$ cat config.mk
export PLATFORM = sky130hd
export DESIGN_NAME = dlatch_bank
export DESIGN_NICKNAME = d
export VERILOG_FILES = /design/src/rtl/dlatch_pkg.sv /design/src/rtl/dlatch_chan.sv /design/src/rtl/dlatch_bank.sv
export SDC_FILE = /design/constraint.sdc
export NUM_CORES = 1
export LEC_CHECK = 0
export CAP_MARGIN = 20
export CORE_ASPECT_RATIO = 0.75
export CORE_MARGIN = 3
export CORE_UTILIZATION = 55
export DETAILED_ROUTE_END_ITERATION = 10
export GPL_TIMING_DRIVEN = 0
export PLACE_DENSITY = 0.92
export SLEW_MARGIN = 20
export SYNTH_ARGS = -nofsm -noshare
export SYNTH_HDL_FRONTEND = slang
export SYNTH_HIERARCHICAL = 1
export SYNTH_SLANG_ARGS = --single-unit
export TNS_END_PERCENT = 1
$ cat constraint.sdc
create_clock -name clk -period 3 [get_ports clk]
set_input_delay 0.6 -clock clk [delete_from_list [all_inputs] [get_ports clk]]
set_output_delay 0.6 -clock clk [all_outputs]
set_load 0.05 [all_outputs]
$ cat src/rtl/dlatch_pkg.sv
// Shared definitions for the dlatch_bank channel array: capture modes and
// per-channel FSM states.
package dlatch_pkg;

   typedef enum logic [1:0] {
      MODE_LEVEL  = 2'b00,
      MODE_EDGE   = 2'b01,
      MODE_HOLD   = 2'b10,
      MODE_FREEZE = 2'b11
   } mode_e;

   typedef enum logic {
      ST_IDLE = 1'b0,
      ST_HOLD = 1'b1
   } chan_state_e;

   // Width needed to hold the values 0..hold_cycles without wrapping.
   function automatic int unsigned cnt_width(int unsigned hold_cycles);
      return $clog2(hold_cycles + 1);
   endfunction

endpackage

$ cat src/rtl/dlatch_chan.sv
// One storage channel: edge detector, IDLE/HOLD FSM with window counter,
// registered data, capture pulse and busy flag.
module dlatch_chan
   import dlatch_pkg::*;
#(
   parameter int unsigned      WIDTH       = 1,
   parameter int unsigned      HOLD_CYCLES = 4,
   parameter logic [WIDTH-1:0] RESET_VAL   = '0
) (
   input  logic             clk,
   input  logic             rstn,
   input  logic [1:0]       mode,
   input  logic [WIDTH-1:0] d,
   input  logic             en,
   input  logic             clr,
   output logic [WIDTH-1:0] q,
   output logic             cap,
   output logic             busy
);

   localparam int unsigned CNT_W = cnt_width(HOLD_CYCLES);

   chan_state_e      state_q, state_d;
   logic [CNT_W-1:0] cnt_q, cnt_d;
   logic [WIDTH-1:0] q_q, q_d;
   logic             cap_q, cap_d;
   logic             en_prev_q;
   logic             en_rise;
   mode_e            mode_s;

   assign mode_s  = mode_e'(mode);
   assign en_rise = en & ~en_prev_q;

   always_comb begin
      state_d = state_q;
      cnt_d   = cnt_q;
      q_d     = q_q;
      cap_d   = 1'b0;
      if (clr) begin
         q_d     = RESET_VAL;
         state_d = ST_IDLE;
         cnt_d   = '0;
      end else begin
         unique case (mode_s)
            MODE_LEVEL: begin
               state_d = ST_IDLE;
               cnt_d   = '0;
               if (en) begin
                  q_d   = d;
                  cap_d = 1'b1;
               end
            end
            MODE_EDGE: begin
               state_d = ST_IDLE;
               cnt_d   = '0;
               if (en_rise) begin
                  q_d   = d;
                  cap_d = 1'b1;
               end
            end
            MODE_HOLD: begin
               if (state_q == ST_IDLE) begin
                  if (en_rise) begin
                     q_d     = d;
                     cap_d   = 1'b1;
                     cnt_d   = CNT_W'(HOLD_CYCLES);
                     state_d = ST_HOLD;
                  end
               end else begin
                  // en and d are ignored for the whole window, including the exit edge.
                  cnt_d = cnt_q - CNT_W'(1);
                  if (cnt_q == CNT_W'(1)) begin
                     state_d = ST_IDLE;
                  end
               end
            end
            MODE_FREEZE: begin
               state_d = ST_IDLE;
               cnt_d   = '0;
            end
            default: begin
               state_d = ST_IDLE;
               cnt_d   = '0;
            end
         endcase
      end
   end

   always_ff @(posedge clk or negedge rstn) begin
      if (!rstn) begin
         state_q   <= ST_IDLE;
         cnt_q     <= '0;
         q_q       <= RESET_VAL;
         cap_q     <= 1'b0;
         en_prev_q <= 1'b0;
      end else begin
         state_q   <= state_d;
         cnt_q     <= cnt_d;
         q_q       <= q_d;
         cap_q     <= cap_d;
         en_prev_q <= en;
      end
   end

   assign q    = q_q;
   assign cap  = cap_q;
   assign busy = (state_q == ST_HOLD);

endmodule

$ cat src/rtl/dlatch_bank.sv
// Bank of independent clocked capture channels sharing one global capture mode.
// Channel c occupies bits [c*WIDTH +: WIDTH] of d and q.
module dlatch_bank
   import dlatch_pkg::*;
#(
   parameter int unsigned      WIDTH       = 1,
   parameter int unsigned      CHANNELS    = 4,
   parameter int unsigned      HOLD_CYCLES = 4,
   parameter logic [WIDTH-1:0] RESET_VAL   = '0
) (
   input  logic                      clk,
   input  logic                      rstn,
   input  logic [1:0]                mode,
   input  logic [CHANNELS*WIDTH-1:0] d,
   input  logic [CHANNELS-1:0]       en,
   input  logic [CHANNELS-1:0]       clr,
   output logic [CHANNELS*WIDTH-1:0] q,
   output logic [CHANNELS-1:0]       cap,
   output logic [CHANNELS-1:0]       busy
);

   for (genvar c = 0; c < CHANNELS; c++) begin : g_chan
      dlatch_chan #(
         .WIDTH       (WIDTH),
         .HOLD_CYCLES (HOLD_CYCLES),
         .RESET_VAL   (RESET_VAL)
      ) u_chan (
         .clk  (clk),
         .rstn (rstn),
         .mode (mode),
         .d    (d[c*WIDTH +: WIDTH]),
         .en   (en[c]),
         .clr  (clr[c]),
         .q    (q[c*WIDTH +: WIDTH]),
         .cap  (cap[c]),
         .busy (busy[c])
      );
   end

endmodule
; ---- Word-level counts from Yosys, hierarchy flattened
; Cells that the tools add are included.
[classes]
bitwise_logic = 8
n_mux = 72
addsub = 4
n_eq_ne = 19
n_reduce_logical = 10
[ops]
columns = op, n
row1 = $mux W1, 44
row2 = $mux W3, 12
row3 = $ne A3 B3 Y1 const B, 8
row4 = $pmux W1 S3, 8
row5 = $pmux W3 S2, 4
row6 = $ne A4 B2 Y1 const B, 4
row7 = $reduce_bool A4 Y1, 4
row8 = $eq A3 B1 Y1 const B, 4
row9 = $reduce_and A3 Y1, 4
row10 = $sub A3 B1 Y3 const B, 4
row11 = $pmux W1 S2, 4
row12 = $and A1 B1 Y1, 4
row13 = $eq A2 B2 Y1 const B, 2
row14 = $not A1 Y1, 4
row15 = $reduce_or A3 Y1, 1
row16 = $eq A2 B1 Y1 const B, 1
row17 = $logic_not A2 Y1, 1
[totals]
regBits = 28

; ---- Depth between registers and ports, before layout
; Gate-level depths: netlist (run 1).
[logic_depth]
ltp_word = 6
mapped_depth = 5
depth_no_buf = 5

; ---- Modules after synthesis
; The synthesis (run 1) kept the hierarchy.
[by_module_without_submodules]
columns = mod, area_each_um2, seq_area_each_um2, n_inst, cells_per_inst
row1 = dlatch_chan, 420.4, 175.2, 4, 41

; ---- Worst setup path before layout (run 1)
; No wires, ideal clock.
[synth_timing]
path_type = input -> register
startpoint = input mode[0]
endpoint = register g_chan[0].u_chan.q_q
t_arrival_ns = 1.399
setup_ns = 0.131
n_path_buf = 0
path_stages = 5
setup_slack_ns = 1.469
cell_sequence = inv_1 > ha_1 > a222oi_1 > o31ai_1 > mux2i_1
[synth_between]
elab_chain_len = 3
elab_cells_between_ends = 9
classes_between = 4 x eq/ne / 2 x mux / 3 x reduce/logical
[synth_rtl]
columns = element, line_no
row1 = from (decl), dlatch_bank.sv:13  ; input logic [1:0] mode,
row2 = $eq A2 B2 Y1 (tied with other cells), dlatch_chan.sv:44  ; unique case (mode_s)
row3 = $ne A3 B3 Y1 (no line) (tied with other cells), --
row4 = $reduce_and A3 Y1 (no line) or $mux W1 (tied branches), --
row5 = to (signal assigned), dlatch_chan.sv:99  ; q_q <= q_d;
row6 = to (decl), dlatch_chan.sv:25  ; logic [WIDTH-1:0] q_q, q_d;
; Parallel ways exist; a longest one is shown, timed or not.
; A chain may end at the register's enable or synchronous reset.

; ---- Final worst setup path (run 1)
[layout_timing]
startpoint = input mode[0]
endpoint = register g_chan[3].u_chan.q_q
[layout_between]
elab_chain_len = 3
elab_cells_between_ends = 9
classes_between = 4 x eq/ne / 2 x mux / 3 x reduce/logical
[layout_rtl]
columns = element, line_no
row1 = $eq A2 B2 Y1 (tied with other cells), dlatch_chan.sv:44
row2 = $ne A3 B3 Y1 (no line) (tied with other cells), --
row3 = $reduce_and A3 Y1 (no line) or $mux W1 (tied branches), --
row4 = to (signal assigned), dlatch_chan.sv:99
row5 = to (decl), dlatch_chan.sv:25
; Parallel ways exist; a longest one is shown, timed or not.

==> results.toml, run 1 <==
[clock_tree]
htreeDepth = 1
cts_resized = 0
insertion_delay_ps = 270
tritoncts = "built"
clock_sinks = 28
ctsHoldBuffers = 0
cts_made_buffers = 3
cts_buffer_depth = 2
cts_root_buf = "clkbuf_8"
clkTransAtPathRegs_ps = 100
post-cts-setup-buffer-count = 0

[drt]
ant_nets = 0
drc_errors = 0
drt-total-wl_mm = 3.626
viasPerCell = 5.628
wire_per_inst_um = 15.70
vias = 1300
dr.first_iter.drc_count = 119
drtPass1Iterations = 4

[synthesis]
synthAdderAreaFrac_pct = 17.86
yosys_warnings = 6
synth_cell_type_count = 18
async_reset_ff_share_pct = 100.0
synth_edf_count = 0
postSynthAreaPerCell_um2 = 10.25
synth_xor_xnor_area_share_pct = 2.083
yosysMostFrequentCell = "dfrtp_1"
synthMuxAreaShare_pct = 4.762
ys_ff_latch = 28
synth-compound-area-share_pct = 12.50
synthDominantCellAreaShare_pct = 41.67
synth_flop_cell = "dfrtp_1"
synth_top_family_by_area = "adder cells"
syn-cell-area_mm2 = 0.001682
netlist_instances = 164
yosysTopAreaCell = "dfrtp_1"
ys_seq_area_share_pct = 41.67
synth.top_cells.by_area = "dfrtp_1 (42%), ha_1 (18%), nand2b_1 (6.0%)"
syn-num-nets = 204
synth-simple-area-share_pct = 15.77
synth_common_cells = "dfrtp_1 (28), ha_1 (24), nor2_1 (20), inv_1 (16), nand2b_1 (16)"

[grt]
grt_pass1_wl_mm = 6.072
grt_usage_pct = 20.90
grt_max_degree = 29
antenna_found_initial = 0
grt_pass1_vias = 1327
grt_remaining_overflow = 0

[sta]
setup_viol = 0
finalCritPeriodShare_pct = 79.75
finClkSkew_ps = 7.656
hold_violations = 0
holdWs_ps = 323.6
min_period_ps = 2393
rsz0062_at_grt = "false"
drv_slew = 0
maxSlewHeadroom_pct = 58.82
fmax_mhz = 418.0
tns_ps = 0
tightest_slew_ps = 617.7

[placed_design]
dp_hpwl_mm = 2.658
dp.cells = 227
finalWeightedCongestion = 0.8324
placedInstanceArea_mm2 = 0.001992
portBuffers = 27

[floorplan]
initial_utilization_pct = 60.87
die_height_um = 53.89
rows = 16
die_w_um = 69.85
dieArea_mm2 = 0.003764
num_io_pins = 28
core_mm2 = 0.002763

[flow_run]
max_cap_violations = 0

[cells_and_area]
area_growth_pct = 22.69
design_area_mm2 = 0.002063
n_antenna_cell = 0
drive_gt1_share_pct = 8.718
final_cells = 231
post-route-util_pct = 74.68
num-nets-final = 236

[setup_path]
start_kind = "input pin"
crit_required_ps = 3150
worstPathMaxFanout = 12
worstPathArrival_ps = 2540
crit_path_end_kind = "register"
worstSetupPathType = "in -> reg"

[worst_hold_path]
hold_class = "in -> async"

[power]
ir_worst_vdd_v = 0.0004046
p_leak_nw = 0.9793
power.density_mw_per_mm2 = 408.4

[outcome]
status = "completed"
## path summary, 6_finish.rpt
check	start	end	slack [ps]	cells after the start
worst max-delay path	mode[0]	g_chan[3].u_chan/q	610	6
worst min-delay path	rstn	g_chan[0].u_chan/q	320	1
worst max register to register	g_chan[3].u_chan/en_prev_q	g_chan[3].u_chan/q	1590	4
worst min register to register	g_chan[1].u_chan/cnt_q[1]	g_chan[1].u_chan/cnt_q[1]	550	2
max in group asynchronous	rstn	g_chan[3].u_chan/cap	2260	1
min in group clk	g_chan[1].u_chan/cnt_q[1]	g_chan[1].u_chan/cnt_q[1]	550	2
## per-stage QoR
| step | total power, mW | setup WS [ps] |
|---|---|---|
| finish | 0.8427 | 607.4 |
| global route | 0.8797 | 423.5 |
| CTS | 0.8516 | 644.1 |
| detailed placement | 0.5536 | 443.3 |
| global placement | 0.5466 | 568.1 |
| floorplan | 0.4890 | 1469 |
## critical path, cell delays in order
cell and delay (ps):
clkdlybuf4s50_1 780, inv_1 130, ha_1 270, a222oi_1 420
o31ai_1 190, mux2i_1 150
## layout by cell type (no fill, tap or decap)
master / instances
xnor2_1: 4
dfrtp_1: 28
ha_1: 24
a21oi_1: 4
nor3_1: 4
inv_2: 8
nand2b_1: 16
and2b_2: 4
buf_2: 1
a221oi_1: 4
o21bai_1: 4
a222oi_1: 4
o31ai_1: 4
a31oi_1: 4
mux2i_1: 8
bufinv_16: 1
clkdlybuf4s50_1: 26
inv_1: 16
a211oi_1: 4
nor2_1: 20
clkbuf_8: 3
nor4b_1: 4
## cells by family after synthesis
group,count (synthesis)
AOI/OAI and AO/OA,28
adders and majority gates,24
buffers and inverters,24
and+or+nand+nor,48
muxes,8
xor gates and xnor gates,4
DFF,28
## flip-flops by register name (all words and copies together), names as in the netlist
register	flops
g_chan.u_chan/cap	4
g_chan.u_chan/busy	4
g_chan.u_chan/en_prev_q	4
g_chan.u_chan/q	4
g_chan.u_chan/cnt_q	12
## power by group
group          total, mW  switching (mW)  leakage, nW  internal, mW
clock              0.293           0.114       0.0357         0.179
sequential         0.397         0.00819        0.378         0.389
combinational      0.153          0.0880        0.566        0.0649
## layer usage
metal  up-vias  wire (um)  global-route usage, %
met5         -          0                      0
met4         0         25                  4.459
met3         4        193                  5.037
met2        34       1837                  39.81
met1       643       1570                  24.56
li1        619          -                      -
## cell type report
| cell class | count | area, um^2 |
|---|---|---|
| fillers | 189 | 699.4 |
| repair buffers | 27 | 265.3 |
| inverters | 24 | 90.09 |
| clock inverters | 1 | 30.03 |
| clock buffers | 3 | 41.29 |
| multi-input cells | 112 | 890.9 |
| flip-flops and latches | 28 | 700.7 |
| well taps | 36 | 45.04 |
(Power assumes the default switching activity.)
==> run 2: changes to the inputs <==
--- a/config.mk
+++ b/config.mk
@@ -8,10 +8,10 @@
 export CAP_MARGIN = 20
 export CORE_ASPECT_RATIO = 0.75
 export CORE_MARGIN = 3
-export CORE_UTILIZATION = 55
+export CORE_UTILIZATION = 53
 export DETAILED_ROUTE_END_ITERATION = 10
 export GPL_TIMING_DRIVEN = 0
-export PLACE_DENSITY = 0.92
+export PLACE_DENSITY = 0.9
 export SLEW_MARGIN = 20
 export SYNTH_ARGS = -nofsm -noshare
 export SYNTH_HDL_FRONTEND = slang
==> constraint.sdc (replaced) <==
create_clock -name clk -period 2.4 [get_ports clk]
set_input_delay 0.48 -clock clk [delete_from_list [all_inputs] [get_ports clk]]
set_output_delay 0.48 -clock clk [all_outputs]
set_load 0.05 [all_outputs]
==> results.toml, run 2 (synthesis results as in run 1) <==
[clock_tree]
clkTransAtPathRegs_ps = 90
cts_root_buf = "clkbuf_8"
insertion_delay_ps = 270
ctsHoldBuffers = 0
htreeDepth = 1
cts_resized = 0
clock_sinks = 28
tritoncts = "built"
cts_buffer_depth = 2
cts_made_buffers = 3
post-cts-setup-buffer-count = 0

[cells_and_area]
num-nets-final = 236
mostFrequentLayoutCell = "dfrtp_1"
drive_gt1_share_pct = 8.247
seq_area_um2 = 700.7
regMostFlops = "g_chan.u_chan/cnt_q"
fillers = 223
n_antenna_cell = 0
largest_reg_flops = 12
area_growth_pct = 21.06
layout_common_cells = "dfrtp_1 (28), clkdlybuf4s50_1 (26), ha_1 (24)"
multi_input_area_um2 = 890.9

[setup_path]
crit_required_ps = 2560
worstSetupPathType = "in -> reg"
start_kind = "input pin"
r2r_start = "g_chan[1].u_chan/en_prev_q"
worstPathMaxFanout = 12
worstPathArrival_ps = 2350
crit_path_end_kind = "register"
startpoint = "mode[0]"

[grt]
grt_pass1_wl_mm = 6.106
grt_max_degree = 29
grt_remaining_overflow = 0
antenna_found_initial = 0
grt_pass1_vias = 1347
grt_usage_pct = 20.52

[sta]
holdWs_ps = 215.7
finClkSkew_ps = 4.175
min_period_ps = 2192
tns_ps = 0
maxSlewHeadroom_pct = 57.60
drv_slew = 0
setup_viol = 0
tightest_slew_ps = 636.0
rsz0062_at_grt = "false"
setup_ws_ps = 207.7
fmax_mhz = 456.1
hold_violations = 0
finalCritPeriodShare_pct = 91.35

[drt]
drt-total-wl_mm = 3.482
vias = 1293
viasPerCell = 5.573
drc_errors = 0
ant_nets = 0
drtPass1Iterations = 4
dr.first_iter.drc_count = 95
wire_per_inst_um = 15.01

[outcome]
status = "completed"

[power]
power.density_mw_per_mm2 = 461.7
p_leak_nw = 0.9652
ir_worst_vdd_v = 0.0004109

[placed_design]
finalWeightedCongestion = 0.7445
pre_cts_slack_ps = -51.58
portBuffers = 27
dp_hpwl_mm = 2.620

[floorplan]
initial_utilization_pct = 56.47
die_w_um = 71.04
die_height_um = 54.78
rows = 17
num_io_pins = 28
dieArea_mm2 = 0.003892
core_mm2 = 0.002978

[worst_hold_path]
hold_class = "in -> async"

[flow_run]
max_cap_violations = 0
-- run 2: critical path, stage by stage --
cell and delay [ps]:
clkdlybuf4s50_1 750, inv_1 150, ha_1 260, a222oi_1 410, o31ai_1 160, mux2i_1 140
-- run 2: routing by layer --
layer	vias up	routed length, um	GRT usage [%]
li1	620	-	-
met5	-	0	0
met2	37	1667	35.38
met1	628	1575	25.71
met4	0	58	6.563
met3	8	180	5.321
-- run 2: layout make-up --
class	instances	share of cell area (%)
clock buffers	3	2.028
multi-input cells	112	43.76
inverters	24	4.425
well taps	38	2.336
repair buffers	27	13.03
flip-flops and latches	28	34.42
-- run 2: metrics by stage --
step / utilization (%) / instances / power [mW] / instance area [um^2]
4_1_cts: 68.36 / 232 / 0.9458 / 2036
3_5_place_dp: 66.97 / 229 / 0.6934 / 1994
2_1_floorplan: - / 164 / 0.6112 / 1682
3_3_place_gp: 67.14 / 229 / 0.6834 / 1999
6_report: 68.36 / 232 / 0.9399 / 2036
5_1_grt: 68.36 / 232 / 0.9853 / 2036
-- run 2: worst paths after layout --
kind / endpoint / cells past startpoint / slack, ps
max: g_chan[1].u_chan/q / 6 / 210
min in group clk: g_chan[3].u_chan/cnt_q[1] / 2 / 540
max in group asynchronous: g_chan[3].u_chan/en_prev_q / 1 / 1770
min reg2reg: g_chan[3].u_chan/cnt_q[1] / 2 / 540
max reg2reg: g_chan[1].u_chan/q / 4 / 1050
min: g_chan[2].u_chan/q / 1 / 220
-- run 2: power breakdown --
part / total (mW) / switching (mW) / internal (mW)
Clock: 0.255 / 0.142 / 0.113
Sequential: 0.496 / 0.0103 / 0.486
Combinational: 0.189 / 0.109 / 0.0807
Total: 0.940 / 0.261 / 0.679
==> run 3: changes to the inputs <==
--- a/config.mk
+++ b/config.mk
@@ -12,6 +12,7 @@
 export DETAILED_ROUTE_END_ITERATION = 10
 export GPL_TIMING_DRIVEN = 0
 export PLACE_DENSITY = 0.9
+export SETUP_SLACK_MARGIN = 0.3
 export SLEW_MARGIN = 20
 export SYNTH_ARGS = -nofsm -noshare
 export SYNTH_HDL_FRONTEND = slang
==> results.toml, run 3 (synthesis results as in run 1) <==
[outcome]
status = "completed"

[drt]
viasPerCell = 5.552
drc_errors = 0
drt-total-wl_mm = 3.476
vias = 1288
drtPass1Iterations = 4
ant_nets = 0
dr.first_iter.drc_count = 96
wire_per_inst_um = 14.98

[cells_and_area]
num-nets-final = 236
largest_reg_flops = 12
area_growth_pct = 21.06
n_antenna_cell = 0
layout_common_cells = "dfrtp_1 (28), ha_1 (24), clkdlybuf4s50_1 (23)"
regMostFlops = "g_chan.u_chan/cnt_q"
drive_gt1_share_pct = 8.247
mostFrequentLayoutCell = "dfrtp_1"

[floorplan]
num_io_pins = 28
rows = 17
die_w_um = 71.04
initial_utilization_pct = 56.47
core_mm2 = 0.002978
dieArea_mm2 = 0.003892
die_height_um = 54.78

[sta]
drv_slew = 0
hold_violations = 0
holdWs_ps = 216.0
setup_viol = 0
maxSlewHeadroom_pct = 57.56
rsz0062_at_grt = "true"
finClkSkew_ps = 3.198
min_period_ps = 2063
finalCritPeriodShare_pct = 85.95
fmax_mhz = 484.8
tightest_slew_ps = 636.6

[setup_path]
worstSetupPathType = "reg -> out"
worstPathMaxFanout = 5
cp_cell_sequence = "clkdlybuf4s50_1"
start_kind = "register"
cp_top_family = "buffers and inverters"
crit_slowest_cell = "clkdlybuf4s50_1"
crit_required_ps = 1920
crit_path_end_kind = "output pin"
max_stage_delay_ps = 850
path_buf_inv = 1
worstPathArrival_ps = 1580

[placed_design]
portBuffers = 27
dp_hpwl_mm = 2.620
finalWeightedCongestion = 0.7445

[clock_tree]
clkTransAtPathRegs_ps = 90
clock_sinks = 28
insertion_delay_ps = 270
cts_made_buffers = 3
htreeDepth = 1
cts_buffer_depth = 2
cts_root_buf = "clkbuf_8"
tritoncts = "built"

[power]
p_total_mw = 0.9395
power.density_mw_per_mm2 = 461.5
ir_worst_vdd_v = 0.0004127
p_leak_nw = 0.9860

[grt]
grt_max_degree = 29
grt_pass1_vias = 1347
grt_pass1_wl_mm = 6.106
grt_remaining_overflow = 0
grt_usage_pct = 20.52
antenna_found_initial = 0

[worst_hold_path]
hold_class = "in -> async"

[flow_run]
max_cap_violations = 0
==> run 3: cell count changes in the layout (fill, tap and decap cells not counted) <==
cell and delta:
clkdlybuf4s50_1 -3, dlymetal6s2s_1 +1, dlygate4sd2_1 +2
==> run 3: final cells by class <==
type	instances	area, um^2
repair buffers	27	265.3
multi-input cells	112	890.9
fillers	223	942.2
well taps	38	47.55
flip-flops and latches	28	700.7
clock buffers	3	41.29
inverters	24	90.09
==> run 3: final timing paths <==
path                                            start                   endpoint  slack, ps  cells after the start
max                             g_chan[0].u_chan/busy                    busy[0]        340                      1
min                                              rstn         g_chan[2].u_chan/q        220                      1
max reg2reg                g_chan[1].u_chan/en_prev_q         g_chan[1].u_chan/q       1040                      4
min reg2reg                 g_chan[3].u_chan/cnt_q[1]  g_chan[3].u_chan/cnt_q[1]        540                      2
max in group asynchronous                        rstn       g_chan[0].u_chan/cap       1770                      1
min in group clk            g_chan[3].u_chan/cnt_q[1]  g_chan[3].u_chan/cnt_q[1]        540                      2
==> run 3: through the flow <==
step                cells  utilization (%)  instance area, um^2  worst slack [ps]  TNS, ps
finish                232            68.36                 2036             337.3        0
global route          232            68.36                 2036             288.2        0
CTS                   232            68.28                 2033             334.5        0
detailed placement    229            66.97                 1994            -51.58   -102.5
global placement      229            67.14                 1999             74.81        0
floorplan             164                -                 1682             989.4        0
==> run 3: repair_timing <==
item                                    in CTS  in global routing
resized for setup                            2                  1
endpoints found under the setup margin       3                  2
hold buffers                                 0                  0
endpoints found under the hold margin        0                  0
setup buffers                                0                  0
==> run 3: metal layers <==
metal | routed length (um) | track usage [%]
met2 | 1646 | 35.38
met1 | 1574 | 25.71
met3 | 207 | 5.321
met5 | 0 | 0
met4 | 47 | 6.563
==> run 3: report_power, final <==
group	internal (mW)	leakage, nW	switching, mW
Clock	0.113	0.0216	0.142
Combinational	0.0794	0.587	0.109
Sequential	0.486	0.378	0.0103
Total	0.678	0.986	0.262
